File: config.mk
export PLATFORM = sky130hd
export DESIGN_NAME = ets_cmp_window_accumulator
export DESIGN_NICKNAME = d
export VERILOG_FILES = /design/src/rtl/ets_cmp_window_accumulator.sv
export SDC_FILE = /design/constraint.sdc
export NUM_CORES = 1
export LEC_CHECK = 0
export BUFFER_PORTS_ARGS = -buffer_cell sky130_fd_sc_hd__buf_2
export CAP_MARGIN = 20
export CORE_ASPECT_RATIO = 0.75
export CORE_UTILIZATION = 58
export CTS_CLUSTER_SIZE = 12
export DETAILED_ROUTE_END_ITERATION = 6
export GPL_ROUTABILITY_DRIVEN = 1
export PLACE_DENSITY = 0.83
export SLEW_MARGIN = 10
export SYNTH_ARGS = -nofsm -noshare
export SYNTH_HDL_FRONTEND = slang
export SYNTH_SLANG_ARGS = --single-unit
File: constraint.sdc
create_clock -name shifting_clk -period 2.7 [get_ports shifting_clk]
set_clock_uncertainty 0.05 [all_clocks]
set_input_delay 0.81 -clock shifting_clk [delete_from_list [all_inputs] [get_ports shifting_clk]]
set_output_delay 0.81 -clock shifting_clk [all_outputs]
set_load 0.02 [all_outputs]
File: src/rtl/ets_cmp_window_accumulator.sv
// ---------------------------------------------------------------------------
// ets_cmp_window_accumulator
//
// Equivalent-time-sampling hit counter for the comparator path. On each start
// request the block waits a settle interval, counts comparator '1' samples
// over a 2^W-cycle window, and presents the count to the MCU over a
// valid/ready handshake. The MCU steps the MMCM phase between windows and
// rebuilds the waveform from successive counts.
//
// Optional feature: define ETS_CMP_DEGLITCH_EN to pass cmp_in through a 3-tap
// majority filter before accumulation. Sampling, and therefore res_valid,
// move two cycles later. The taps are cleared on reset only.
//
// Ports
//   shifting_clk    in   phase-shifted sample clock, all logic runs on it
//   free_run_rst_n  in   asynchronous active-low reset
//   cmp_in          in   registered comparator bit (already synchronous)
//   start           in   single-cycle measurement request
//   settle_cycles   in   [15:0] cycles to skip after start (latched)
//   win_log2        in   [4:0] window exponent W (latched, clamped)
//   busy            out  high whenever the FSM is not idle
//   res_valid       out  result available
//   res_ready       in   consumer accepts the result
//   res_ones        out  [CNT_W-1:0] count of '1' samples in the window
//   res_win_log2    out  [4:0] window exponent actually used
//   res_seq         out  [SEQ_W-1:0] result tag, +1 per delivered result
//   overrun         out  pulse when start arrives while busy (start ignored)
// ---------------------------------------------------------------------------
module ets_cmp_window_accumulator #(
   parameter int MAX_WIN_LOG2 = 16,
   parameter int CNT_W        = MAX_WIN_LOG2 + 1,
   parameter int SEQ_W        = 8
) (
   input  logic               shifting_clk,
   input  logic               free_run_rst_n,
   input  logic               cmp_in,
   input  logic               start,
   input  logic [15:0]        settle_cycles,
   input  logic [4:0]         win_log2,
   output logic               busy,
   output logic               res_valid,
   input  logic               res_ready,
   output logic [CNT_W-1:0]   res_ones,
   output logic [4:0]         res_win_log2,
   output logic [SEQ_W-1:0]   res_seq,
   output logic               overrun
);

   typedef enum logic [1:0] {
      IDLE   = 2'd0,
      SETTLE = 2'd1,
      ACCUM  = 2'd2,
      HOLD   = 2'd3
   } state_t;

   localparam logic [4:0] MAX_W = 5'(MAX_WIN_LOG2);

   state_t             state_reg;
   state_t             state_next;
   logic [16:0]        settle_cnt_reg;
   logic [CNT_W-1:0]   win_cnt_reg;
   logic [CNT_W-1:0]   acc_reg;
   logic [4:0]         w_reg;
   logic [SEQ_W-1:0]   seq_reg;

   logic               sample_bit;
   logic [4:0]         w_clamped;
   logic [16:0]        settle_load;
   logic [CNT_W-1:0]   win_load;

`ifdef ETS_CMP_DEGLITCH_EN
   // The filter output at cycle k depends on cmp_in at k-2..k, so the
   // settle phase is stretched by two cycles to line the window up with
   // fully populated taps.
   localparam logic [16:0] PIPE_DLY = 17'd2;

   logic [1:0] tap_reg;

   always_ff @(posedge shifting_clk or negedge free_run_rst_n) begin
      if (!free_run_rst_n) begin
         tap_reg <= 2'b00;
      end else begin
         tap_reg <= {tap_reg[0], cmp_in};
      end
   end

   assign sample_bit = (cmp_in & tap_reg[0]) | (cmp_in & tap_reg[1]) |
                       (tap_reg[0] & tap_reg[1]);
`else
   localparam logic [16:0] PIPE_DLY = 17'd0;

   assign sample_bit = cmp_in;
`endif

   assign w_clamped   = (win_log2 > MAX_W) ? MAX_W : win_log2;
   // 17-bit so the deglitch extension cannot wrap a maximal settle value.
   assign settle_load = {1'b0, settle_cycles} + PIPE_DLY;
   // Window counter holds "samples remaining minus one".
   assign win_load    = (CNT_W'(1) << w_clamped) - CNT_W'(1);

   // State register
   always_ff @(posedge shifting_clk or negedge free_run_rst_n) begin
      if (!free_run_rst_n) begin
         state_reg <= IDLE;
      end else begin
         state_reg <= state_next;
      end
   end

   // Next state and status outputs
   always_comb begin
      state_next = state_reg;
      busy       = 1'b0;
      res_valid  = 1'b0;
      overrun    = 1'b0;

      case (state_reg)
         IDLE: begin
            if (start) begin
               state_next = (settle_load != 17'd0) ? SETTLE : ACCUM;
            end
         end
         SETTLE: begin
            busy = 1'b1;
            if (settle_cnt_reg == 17'd1) begin
               state_next = ACCUM;
            end
         end
         ACCUM: begin
            busy = 1'b1;
            if (win_cnt_reg == '0) begin
               state_next = HOLD;
            end
         end
         HOLD: begin
            busy      = 1'b1;
            res_valid = 1'b1;
            if (res_ready) begin
               state_next = IDLE;
            end
         end
         default: begin
            state_next = IDLE;
         end
      endcase

      // A start coinciding with the HOLD handshake is still seen as busy.
      overrun = start & busy;
   end

   // Datapath
   always_ff @(posedge shifting_clk or negedge free_run_rst_n) begin
      if (!free_run_rst_n) begin
         settle_cnt_reg <= '0;
         win_cnt_reg    <= '0;
         acc_reg        <= '0;
         w_reg          <= '0;
         seq_reg        <= '0;
      end else begin
         case (state_reg)
            IDLE: begin
               if (start) begin
                  settle_cnt_reg <= settle_load;
                  win_cnt_reg    <= win_load;
                  acc_reg        <= '0;
                  w_reg          <= w_clamped;
               end
            end
            SETTLE: begin
               settle_cnt_reg <= settle_cnt_reg - 17'd1;
            end
            ACCUM: begin
               // At most 2^MAX_WIN_LOG2 increments, which CNT_W holds.
               acc_reg     <= acc_reg + CNT_W'(sample_bit);
               win_cnt_reg <= win_cnt_reg - CNT_W'(1);
            end
            HOLD: begin
               if (res_ready) begin
                  seq_reg <= seq_reg + SEQ_W'(1);
               end
            end
            default: begin
            end
         endcase
      end
   end

   // Result fields are only written in IDLE/ACCUM, so they hold in HOLD.
   assign res_ones     = acc_reg;
   assign res_win_log2 = w_reg;
   assign res_seq      = seq_reg;

endmodule

==> qor.txt <==
Status: finished, violations left
Violated checks: DRC
Fraction of the mapped netlist area in adder cells: 3.43%
Multiplexer share of the synthesized area: 2.31%
Residual DRC: 4
Top routing layer in use: met4
Antenna violations before repair: 0
Max stage delay on crit path: 0.75 ns
Post-layout min period: 2.52 ns
Pwr Total: 4490 uW
Site Rows: 25
Area Overhead vs Synth: 17.3%
Commonest cells after routing, fill and taps aside: dfrtp_1 (66), buf_2 (58)
Fin crit share: 93.3%
Grt ovf: 0
Slew Viols, Final: 0
1st-iter DRT viols: 404
Top Family by Delay on Critical Path: simple AND/OR/NAND/NOR gates
RSZ-0062 raised after global routing: false
Leakage power: 0.00206 uW
CTS tree: built
PwrDens: 954 nW/um^2
Clk_lat worst skew: 0.35 ns
Die ar.: 7260 sq um
Via density: 6.36
Commonest non-fill, non-tap cell in the layout: dfrtp_1
Worst Path Required: 2.89 ns
Setup_tns: 0 ns
Routability congestion estimate: 0.898
Clk Tree Root Cell: clkbuf_8
Mapped Area: 4010 sq um
Post-Syn Instances: 462
WHS: 0.415 ns
Routed length per instance: 16.2 um
DPL Wire Length: 6.94 mm
Ys Warns: 0
Met3 routed WL: 749 um
CP arrival: 2.71 ns
Top Ports: 59
Port bufs: 58
Clk buf depth: 2
Max cap viols: 0
Initial Util: 61.7%
Avg Synthesized Cell Area: 8.69 sq um
Vias in the first global route: 3503
Worst min-delay path category: input pin to asynchronous set/reset pin
Type of destination of the critical path: flip-flop
Wire length of the first global-routing pass: 16.8 mm
Sequential area share after synthesis: 41.1%
Core ar.: 6510 sq um
Peak VDD IR: 0.579 mV
Seq cells post-synth: 66
Setup Fix Bufs, Post-CTS: 0
CP Cell Sequence: inv_1, ha_1, or4b_2, or4_4, a21o_1, a22o_1
Fmax: 397 MHz
Number of buffers created by CTS: 9
Yosys cell types: 62
DR vias: 3879
Share of layout cells above drive strength 1: 20.6%
Routed Antenna Nets: 0
Simple-gate share of the synthesized area: 21.6%
Main combinational cell family by area after synthesis: compound AO/OA/AOI/OAI gates
CTS clk-pin slew, worst paths: 0.08 ns
Chip height: 74.0 um
Core Util, Final: 72.3%
Crit Path Class: flip-flop to flip-flop
Buf+Inv Stages, Crit Path: 1
Inserted Diodes: 0
Met2 wire length: 4.39 mm
Xor/xnor share of the synthesized area: 4.80%
Num Clock Sinks: 66
Ys flop type: dfrtp_1
H-tree depth: 3
Syn_nets: 499
Number of synthesized flops with an enable pin: 0
Post-CTS Resized: 0
Startpoint Class: flip-flop
DRT Pass-1 Iters: 7
Met1 WL: 4.61 mm
Slowest stage cell on the critical path: or4b_2
Pin count of the biggest net entering global routing: 67
Rel. slew slack: 58.8%
Final Hold Fails: 0
Setup violations, final: 0
Total GRT Usage: 29.4%
Worst-path fanout max: 9
Slew @ Worst Pin: 0.612 ns
Post-synth ARST share: 100%
Final #Nets: 561
Chip Width: 98.1 um
WL final: 9.91 mm
CTS Hold Bufs: 0
Compound-Gate Fraction of Synth Area: 22.5%
==> metrics by stage <==
stage                     setup slack [ns]  instances  cell area (sq um)
after floorplan                     0.0769        462               4020
after global placement               0.159        593               4470
after detailed placement             0.115        593               4470
after CTS                            0.194        609               4700
after global routing                 0.124        610               4710
final                                0.182        610               4710
==> per-layer routing <==
layer	vias up	track usage (%)
met2	164	46.2
met5	-	0
met1	1861	40.9
met3	17	7.24
met4	0	8.75
li1	1837	-
==> layout make-up <==
type                    count  area [sq um]
clock buffers               9           124
well taps                  81           101
multi-input cells         352          2200
clock inverters             7          98.8
inverters                  14          52.6
flip-flops and latches     66          1650
repair buffers             81           479
fillers                   473          1800
==> final timing paths <==
kind / start / endpoint / slack, ns / depth (start not counted)
max: win_cnt_reg[0] / win_cnt_reg[14] / 0.18 / 6
min: free_run_rst_n / settle_cnt_reg[1] / 0.42 / 2
max reg2reg: win_cnt_reg[0] / win_cnt_reg[14] / 0.18 / 6
min reg2reg: res_seq[7] / res_seq[7] / 0.42 / 1
max in group asynchronous: free_run_rst_n / res_ones[11] / 1.90 / 2
min in group shifting_clk: res_seq[7] / res_seq[7] / 0.42 / 1
==> report_power, final <==
part	switching [uW]	internal (uW)	leakage [uW]
Sequential	359	1310	0.000813
Clock	418	528	0.000111
Combinational	1140	735	0.00114
Total	1920	2570	0.00206
==> cell usage after synthesis, types with 3 or more instances <==
library cell	number	area share, %
a21o_1	5	0.94
a21oi_1	36	4.5
or3_1	3	0.47
a211oi_1	5	0.94
nand2b_1	7	1.1
a22o_1	5	1.1
nor3_1	21	2.6
nand3_1	18	2.2
o31ai_1	6	1.1
o21a_1	4	0.75
a32oi_1	3	0.65
mux2i_1	7	1.7
nor4_1	11	1.7
nor2_1	36	3.4
and3_1	4	0.62
nand4_1	7	1.1
nand2_1	36	3.4
xor2_1	14	3.1
o21ai_0	36	4.5
o32ai_1	3	0.65
xnor2_1	8	1.7
clkbuf_1	25	2.3
inv_1	14	1.3
and4_1	3	0.65
dfrtp_1	66	41
ha_1	11	3.4
buf_1	3	0.28
a31oi_1	6	0.94
or2_2	4	0.62
o22ai_1	5	0.78
o22a_1	3	0.65
or4_1	6	1.1
==> cells by family after synthesis <==
kind of cell | count (synthesis)
adder cells (fa/ha/maj) | 11
multiplexers | 9
AO/OA/AOI/OAI | 141
flip-flops | 66
buffers and inverters | 44
XOR/XNOR | 22
AND/OR/NAND/NOR | 169
Note: power is estimated with default switching activity, not from simulation.
